## config.mk

```make
export PLATFORM = sky130hd
export DESIGN_NAME = fwd_hazard_unit
export DESIGN_NICKNAME = d
export VERILOG_FILES = /design/src/rtl/fwd_hazard_unit.sv
export SDC_FILE = /design/constraint.sdc
export NUM_CORES = 1
export LEC_CHECK = 0
export ABC_CLOCK_PERIOD_IN_PS = 2190
export CORE_MARGIN = 2
export CORE_UTILIZATION = 50
export DETAILED_ROUTE_END_ITERATION = 8
export PLACE_DENSITY = 0.82
export SYNTH_ARGS = -nofsm -noshare
export SYNTH_HDL_FRONTEND = slang
export SYNTH_SLANG_ARGS = --single-unit
```

## constraint.sdc

```tcl
create_clock -name clk_i -period 2.19 [get_ports clk_i]
set_clock_uncertainty 0.1 [all_clocks]
set_input_delay 0.438 -clock clk_i [delete_from_list [all_inputs] [get_ports clk_i]]
set_output_delay 0.438 -clock clk_i [all_outputs]
set_load 0.005 [all_outputs]
```

## src/rtl/fwd_hazard_unit.sv

```systemverilog
`default_nettype none
// ============================================================================
//  Module      : fwd_hazard_unit
//  Description : Forwarding and load-use hazard unit for a 5-stage pipeline.
//                Keeps shadow EX/MEM/WB destination records fed from the ID
//                decode fields, drives the EX operand mux selects and the
//                IF/ID stall, and counts stall cycles (saturating).
//  Revision    : 1.0 - initial release
// ============================================================================
module fwd_hazard_unit #(
    parameter int ADDR_W = 5,
    parameter int FWD_EN = 1,
    parameter int CNT_W  = 16
) (
    input  logic              clk_i,
    input  logic              rst_i,          // asynchronous, active low
    input  logic              id_valid_i,
    input  logic [ADDR_W-1:0] id_rs_i,
    input  logic [ADDR_W-1:0] id_rt_i,
    input  logic [ADDR_W-1:0] id_rd_i,
    input  logic              id_regwrite_i,
    input  logic              id_memread_i,
    input  logic              flush_i,
    output logic              stall_o,
    output logic [1:0]        ex_fwd_a_o,
    output logic [1:0]        ex_fwd_b_o,
    output logic [CNT_W-1:0]  stall_cnt_o
);

    // Operand mux select encodings
    localparam logic [1:0]        c_SEL_RF  = 2'b00;
    localparam logic [1:0]        c_SEL_WB  = 2'b01;
    localparam logic [1:0]        c_SEL_MEM = 2'b10;
    localparam logic [ADDR_W-1:0] c_REG_ZERO = '0;
    localparam logic [CNT_W-1:0]  c_CNT_MAX  = '1;

    // EX record
    logic              r_ex_valid;
    logic [ADDR_W-1:0] r_ex_rs;
    logic [ADDR_W-1:0] r_ex_rt;
    logic [ADDR_W-1:0] r_ex_rd;
    logic              r_ex_regwrite;
    logic              r_ex_memread;
    // MEM record
    logic              r_mem_valid;
    logic [ADDR_W-1:0] r_mem_rd;
    logic              r_mem_regwrite;
    logic              r_mem_memread;
    // WB record
    logic              r_wb_valid;
    logic [ADDR_W-1:0] r_wb_rd;
    logic              r_wb_regwrite;

    logic [CNT_W-1:0]  r_stall_cnt;

    logic              w_stall_raw;
    logic              w_stall;
    logic [1:0]        w_fwd_a;
    logic [1:0]        w_fwd_b;

    // A record produces register r only if it is live, writes, and r is not r0
    function automatic logic rec_writes(
        input logic              valid,
        input logic              regwrite,
        input logic [ADDR_W-1:0] rd,
        input logic [ADDR_W-1:0] r
    );
        return valid & regwrite & (rd == r) & (r != c_REG_ZERO);
    endfunction

    generate
        if (FWD_EN != 0) begin : g_fwd
            logic w_mem_wr_a;
            logic w_mem_wr_b;
            logic w_wb_wr_a;
            logic w_wb_wr_b;

            // Operand selects come only from the pipeline flops; MEM beats WB
            always_comb begin
                w_mem_wr_a = rec_writes(r_mem_valid, r_mem_regwrite, r_mem_rd, r_ex_rs) & ~r_mem_memread;
                w_mem_wr_b = rec_writes(r_mem_valid, r_mem_regwrite, r_mem_rd, r_ex_rt) & ~r_mem_memread;
                w_wb_wr_a  = rec_writes(r_wb_valid,  r_wb_regwrite,  r_wb_rd,  r_ex_rs);
                w_wb_wr_b  = rec_writes(r_wb_valid,  r_wb_regwrite,  r_wb_rd,  r_ex_rt);
                w_fwd_a    = c_SEL_RF;
                w_fwd_b    = c_SEL_RF;
                if (r_ex_valid) begin
                    if (w_mem_wr_a)     w_fwd_a = c_SEL_MEM;
                    else if (w_wb_wr_a) w_fwd_a = c_SEL_WB;
                    if (w_mem_wr_b)     w_fwd_b = c_SEL_MEM;
                    else if (w_wb_wr_b) w_fwd_b = c_SEL_WB;
                end
            end

            // Only a load in EX cannot be forwarded in time: one bubble
            always_comb begin
                w_stall_raw = id_valid_i & r_ex_memread &
                              (rec_writes(r_ex_valid, r_ex_regwrite, r_ex_rd, id_rs_i) |
                               rec_writes(r_ex_valid, r_ex_regwrite, r_ex_rd, id_rt_i));
            end
        end else begin : g_nofwd
            logic w_unused;

            assign w_fwd_a = c_SEL_RF;
            assign w_fwd_b = c_SEL_RF;

            // Register file writes before reads, so only EX and MEM producers block ID
            always_comb begin
                w_stall_raw = id_valid_i &
                              (rec_writes(r_ex_valid,  r_ex_regwrite,  r_ex_rd,  id_rs_i) |
                               rec_writes(r_ex_valid,  r_ex_regwrite,  r_ex_rd,  id_rt_i) |
                               rec_writes(r_mem_valid, r_mem_regwrite, r_mem_rd, id_rs_i) |
                               rec_writes(r_mem_valid, r_mem_regwrite, r_mem_rd, id_rt_i));
            end

            // Operand and WB fields only matter when forwarding is enabled
            assign w_unused = ^{r_ex_rs, r_ex_rt, r_ex_memread, r_mem_memread,
                                r_wb_valid, r_wb_rd, r_wb_regwrite};
        end
    endgenerate

    // Outputs are forced idle while reset is held, whatever the ID inputs do
    assign w_stall     = rst_i & w_stall_raw;
    assign stall_o     = w_stall;
    assign ex_fwd_a_o  = rst_i ? w_fwd_a : c_SEL_RF;
    assign ex_fwd_b_o  = rst_i ? w_fwd_b : c_SEL_RF;
    assign stall_cnt_o = r_stall_cnt;

    // Shadow pipeline: back end always advances, EX takes a bubble on stall/flush
    always_ff @(posedge clk_i or negedge rst_i) begin
        if (!rst_i) begin
            r_ex_valid     <= 1'b0;
            r_ex_rs        <= '0;
            r_ex_rt        <= '0;
            r_ex_rd        <= '0;
            r_ex_regwrite  <= 1'b0;
            r_ex_memread   <= 1'b0;
            r_mem_valid    <= 1'b0;
            r_mem_rd       <= '0;
            r_mem_regwrite <= 1'b0;
            r_mem_memread  <= 1'b0;
            r_wb_valid     <= 1'b0;
            r_wb_rd        <= '0;
            r_wb_regwrite  <= 1'b0;
        end else begin
            r_wb_valid     <= r_mem_valid;
            r_wb_rd        <= r_mem_rd;
            r_wb_regwrite  <= r_mem_regwrite;
            r_mem_valid    <= r_ex_valid;
            r_mem_rd       <= r_ex_rd;
            r_mem_regwrite <= r_ex_regwrite;
            r_mem_memread  <= r_ex_memread;
            r_ex_valid     <= id_valid_i & ~w_stall & ~flush_i;
            r_ex_rs        <= id_rs_i;
            r_ex_rt        <= id_rt_i;
            r_ex_rd        <= id_rd_i;
            r_ex_regwrite  <= id_regwrite_i;
            r_ex_memread   <= id_memread_i;
        end
    end

    // Saturating count of stalled cycles
    always_ff @(posedge clk_i or negedge rst_i) begin
        if (!rst_i) begin
            r_stall_cnt <= '0;
        end else if (w_stall && (r_stall_cnt != c_CNT_MAX)) begin
            r_stall_cnt <= r_stall_cnt + 1'b1;
        end
    end

endmodule
`default_nettype wire

```

# Yosys cells after proc, flatten, opt, wreduce, memory -nomap -nowiden
# Index checks and enable logic that the tools add are counted.
[op_classes]
bitwise_logic = 26
addsub = 1
n_eq_ne = 7
mux = 8
n_reduce_logical = 5
[ops]
columns = ["op", "count"]
rows = [
  ["$eq A5 B5 Y1", 6],
  ["$and A1 B1 Y1", 22],
  ["$reduce_bool A5 Y1", 4],
  ["$add A16 B1 Y16 const B", 1],
  ["$ne A16 B16 Y1 const B", 1],
  ["$mux W2", 6],
  ["$not A1 Y1", 3],
  ["$mux W1", 2],
  ["$logic_and A1 B1 Y1", 1],
  ["$or A1 B1 Y1", 1],
]
[totals]
word_cells = 61
in_bits = 21
register_bits = 49
output_inout_bits = 21

# Longest topological paths before layout
[depth]
ltp_word = 9
mapped_depth = 6
depth_no_buf = 6

# Least setup slack after synthesis
# OpenSTA, ideal clock, no wires.
[synth_timing]
path_kind = "register to register"
start = "register r_stall_cnt[0], in the netlist stall_cnt_o[0]"
end = "register r_stall_cnt[1], in the netlist stall_cnt_o[1]"
setup_slack_ps = 208
required_time_ps = 1963
period_less_slack_ps = 1982
arrival_ps = 1754
path_buffers = 0
path_stages_with_launch = 7
setup_time_ps = 127
path_cell_list = "dfrtp_1 > ha_1 > and3_1 > and4bb_4 > a21oi_4 > nand2_1 > mux2_1"
[synth_between]
elab_chain_cells = 2
word_cells_on_any_way = 3
classes_between = "1 x add/sub; 1 x eq/ne; 1 x reduce/logical"
[synth_lines]
columns = ["element", "line_no", "text"]
rows = [
  ["start, declared", "54", "logic [CNT_W-1:0] r_stall_cnt;"],
  ["start signal, assigned", "166", "r_stall_cnt <= r_stall_cnt + 1'b1;"],
  ["parallel branches: the longest is 2 deep, another holds $add A16 B1 Y16", "n/a", ""],
]
# Several ways; the timed one is not identified.
# A chain may end at the register's enable or synchronous reset.

# Worst setup path after layout
[layout_timing]
start = "register r_ex_rd[2]"
end = "output port stall_o"
[layout_between]
elab_chain_cells = 6
word_cells_on_any_way = 9
classes_between = "2 x eq/ne; 7 x bitwise"
[layout_lines]
columns = ["element", "line_no", "text"]
rows = [
  ["start, declared", "41", "logic [ADDR_W-1:0] r_ex_rd;"],
  ["start signal, assigned", "155", "r_ex_rd <= id_rd_i;"],
  ["$eq A5 B5 Y1", "68", "return valid & regwrite & (rd == r) & (r != c_REG_ZERO);"],
  ["$and A1 B1 Y1 (2 in series)", "68", ""],
  ["$or A1 B1 Y1 (*)", "97", "(rec_writes(r_ex_valid, r_ex_regwrite, r_ex_rd, id_rs_i) |"],
  ["$and A1 B1 Y1 (*)", "96", "w_stall_raw = id_valid_i & r_ex_memread &"],
  ["$and A1 B1 Y1 (*)", "122", "assign w_stall = rst_i & w_stall_raw;"],
  ["end, declared", "24", "output logic stall_o,"],
]
# Every way passes the cells marked *; elsewhere a longest branch is shown, timed or not.

==> flow_results.org <==
** Timing
- Period utilization :: 1.07
- In this run the tightest slew margin relative to its limit is 0.617.
- Setup repair after global routing could not meet its margin everywhere.
- Number of pins exceeding their max-slew limit in the final report :: 0
- The final number of hold-violating endpoints was 0.
- Final period demand of the worst path :: 2.34 ns
- At the pin with the least slew margin, the transition time is between 0.5 and 0.6 ns.
- Setup TNS :: -0.171 ns
- Final setup viols :: 2
- Setup ws final :: -0.151 ns
- Highest clock frequency the design can meet :: 427 MHz

** Logic synthesis
- The biggest area contributor in the post-synthesis netlist is sky130_fd_sc_hd__dfrtp_1.
- Mean cell area of the mapped netlist :: 12.4 sq um
- In this run, synthesis produced a sequential element count of 49.
- Instance count of the mapped netlist :: 173
- The share of synthesized area in the top cell type comes to 0.570.
- Post-synthesis cell type count :: 31
- Portion of the post-synthesis area used by sequential elements :: 0.570
- When the netlist entered floorplanning its net count stood at approximately 200.
- Main area contributors after synthesis :: sky130_fd_sc_hd__dfrtp_1 57%, sky130_fd_sc_hd__xnor2_1 14%, sky130_fd_sc_hd__xor2_1 3.3%, sky130_fd_sc_hd__nand3_2 2.8%, sky130_fd_sc_hd__nand4_1 2.3%
- During synthesis, Yosys emitted a total of 0 warnings.
- The mapped netlist covers around 0.0022 sq mm.

** Global routing
- Met1 Use GR :: 0.252
- GR Util All Layers :: 0.213
- The number of global-route vias before repair was approximately 1,600.
- Met3 Track Usage GR :: 0.0552
- Global-route wire length before repair :: 7820 um
- For this run, global-route usage on met2 was measured as 0.376.
- Antenna violations before repair :: 0
- Layer with the highest usage after global routing :: met2
- Maximum number of pins on one net before global-route repair :: between 40 and 50
- Total gr overflow :: 0

** Power and ir drop
- IR analysis of the VDD net gives a maximum drop of ~0.00044 V.
- Total power per unit cell area :: between 500 and 600 mW/mm^2
- Total power :: roughly 0.0017 W
- Summed over all cells, the static leakage comes to between 1 and 1.5 nW.

** Worst setup path
- Data arrival, critical path :: 1.80 ns
- Startpoint type of the worst setup path :: register
- The signal on the critical path passes through buf_4, xnor2_1, nand4_1, o22ai_4, nor2b_4, buf_2.
- The worst setup path is of the reg -> out kind.
- Cell type group with the largest total delay on the critical path :: simple AND/OR/NAND/NOR gates
- Critical Path Slowest Stage Cell :: sky130_fd_sc_hd__dfrtp_1
- STA puts the critical path data required time at ~1.7 ns.
- Setup slack of the most critical reg-to-reg path :: 0.10 ns
- Worst r2r src :: r_ex_rd[2]
- Crit path buffers/inverters :: 2
- Setup crit end kind :: output pin
- Path depth of the worst reg2reg path :: 7
- In this design, the stage delay of the slowest critical-path cell is ~0.38 ns.
- Worst reg2reg endpoint :: stall_cnt_o[1]
- Path length in cells of the critical path :: 6
- Critical path fanouts, max :: 3

** Floorplan
- Std-Cell Core Area :: slightly above 0.004 sq mm
- Number of I/O pins :: 42
- Height of the die :: ~70 um
- Measured along the x axis, the die boundary spans around 70 um.
- The floorplan step defined a die boundary enclosing approximately 0.0048 sq mm.
- In this run the core area contains 23 standard-cell rows.
- The initial utilization of the core area, before any placement, comes to 0.530.

** Route
- Mean routed wirelength per cell :: between 15 and 20 um
- The count of nets left with antenna violations once routing finished came out at 0.
- Total number of vias :: between 1,500 and 2,000
- Number of remaining DRC errors :: 0
- DR vias/cell :: about 5.2
- The first detailed-routing pass took 4 iterations.
- After detailed routing, the total wire length is approximately 5400 um.
- Drt initial violations :: between 70 and 80

** Cells and area
- The layout has 269 filler cells.
- Compared with the post-synthesis result, the final layout area differs by 44.2%.
- Leaving out fill and tap cells, the most frequent cell in the layout is sky130_fd_sc_hd__dfrtp_1.
- Share of layout cells above drive strength 1 :: 0.322
- In the layout the commonest cells are 46 x sky130_fd_sc_hd__dfrtp_1, 28 x sky130_fd_sc_hd__xnor2_1, 27 x sky130_fd_sc_hd__clkdlybuf4s50_1.
- N_diodes :: 0
- Number of nets in the final layout :: 276

** Placed design
- Number of buffers added on ports :: 41
- After legalization and detailed placement, the total HPWL measured roughly 3300 um.
- The congestion estimate from routability-driven global placement came to 0.786.

** CTS
- In this run the clock root is driven by a sky130_fd_sc_hd__clkbuf_8.
- Clock insertion delay at the later pin of the skew report :: just under 0.3 ns
- H-tree depth :: 2
- Counting along the longest clock path gives a buffer depth of 2.
- # clock sinks :: 49
- Buffers inserted during clock tree synthesis total 5.
- CTS tree :: yes
- Clock-pin slew on the worst setup and hold paths :: approximately 0.080 ns

** Run
- Number of violations of the max-capacitance limit :: 0

** Run status
- The flow ran to the end, but the final reports show violations.
- The final reports fail on setup timing.

** Hold path
- The path class of the tightest hold or removal check is in -> async.
[where the power goes]
part | total (W) | switching (W) | internal, W
sequential | 0.000974 | 0.0000375 | 0.000937
combinational | 0.000220 | 0.000102 | 0.000118
clock | 0.000495 | 0.000267 | 0.000227
[cell type report]
class / instances / area [sq um] / area share
clock buffer: 8 / 80.1 / 0.0258
inverter: 3 / 11.3 / 0.00363
multi-input combinational: 120 / 1050 / 0.338
sequential: 49 / 1230 / 0.397
tap: 50 / 62.6 / 0.0202
timing repair buffer: 75 / 668 / 0.215
[routing by layer]
metal	vias to the layer above	wire (um)
li1	749	-
met1	802	2090
met2	33	3020
met3	8	157
met4	0	104
met5	-	0
[flip-flops by register name, summed over array words and instances, names as in the netlist, 5 cells and up]
signal       cells
r_mem_rd         5
stall_cnt_o     16
r_ex_rd          5
r_wb_rd          5
r_ex_rt          5
r_ex_rs          5
[kinds of logic after synthesis]
logic type	Yosys count	share of synthesized area
mux	1	0.00524
fa+ha+maj	1	0.00582
flops	49	0.570
xor+xnor	43	0.175
compound gates	4	0.0285
simple gates	71	0.205
buf+inv	4	0.0105
[Yosys cell counts, drive strengths merged]
cell / n
dfrtp: 49
xnor2: 35
nand2: 12
nand3: 12
nor2: 12
nand4: 9
xor2: 8
and3: 4
nor4: 4
a21oi: 3
inv: 3
nor2b: 3
and2: 2
nand4b: 2
nor3: 2
nor3b: 2
or4: 2
and4: 1
and4bb: 1
buf: 1
ha: 1
mux2: 1
nand3b: 1
nand4bb: 1
o22ai: 1
or2: 1
[per-stage QoR]
stage	cells	cell area [sq um]	hold slack [ns]	utilization	setup WS, ns
after floorplan	173	2150	0.0424	-	0.208
after CTS	301	2960	0.203	0.728	-0.107
after global routing	305	3100	0.231	0.764	-0.235
final	305	3100	0.206	0.764	-0.151
after global placement	283	2760	0.257	0.680	-0.694
after detailed placement	283	2760	0.265	0.680	-0.740
[worst max path at each step]
stage,startpoint,slack (ns),end
floorplan,stall_cnt_o[0],0.21,stall_cnt_o[1]
global placement,id_rs_i[0],-0.69,stall_o
detailed placement,id_rs_i[0],-0.74,stall_o
CTS,r_ex_rd[0],-0.11,stall_o
global route,r_ex_rd[2],-0.24,stall_o
finish,r_ex_rd[2],-0.15,stall_o
[timing repair]
item                                    4_1_cts  5_1_grt
gates resized for setup                      37       28
pin swaps                                    19       18
endpoints found under the hold margin         2        0
endpoints found under the setup margin        6        7
hold buffers                                  1        0
setup buffers                                13        6
Power figures use the tool's default switching activity.
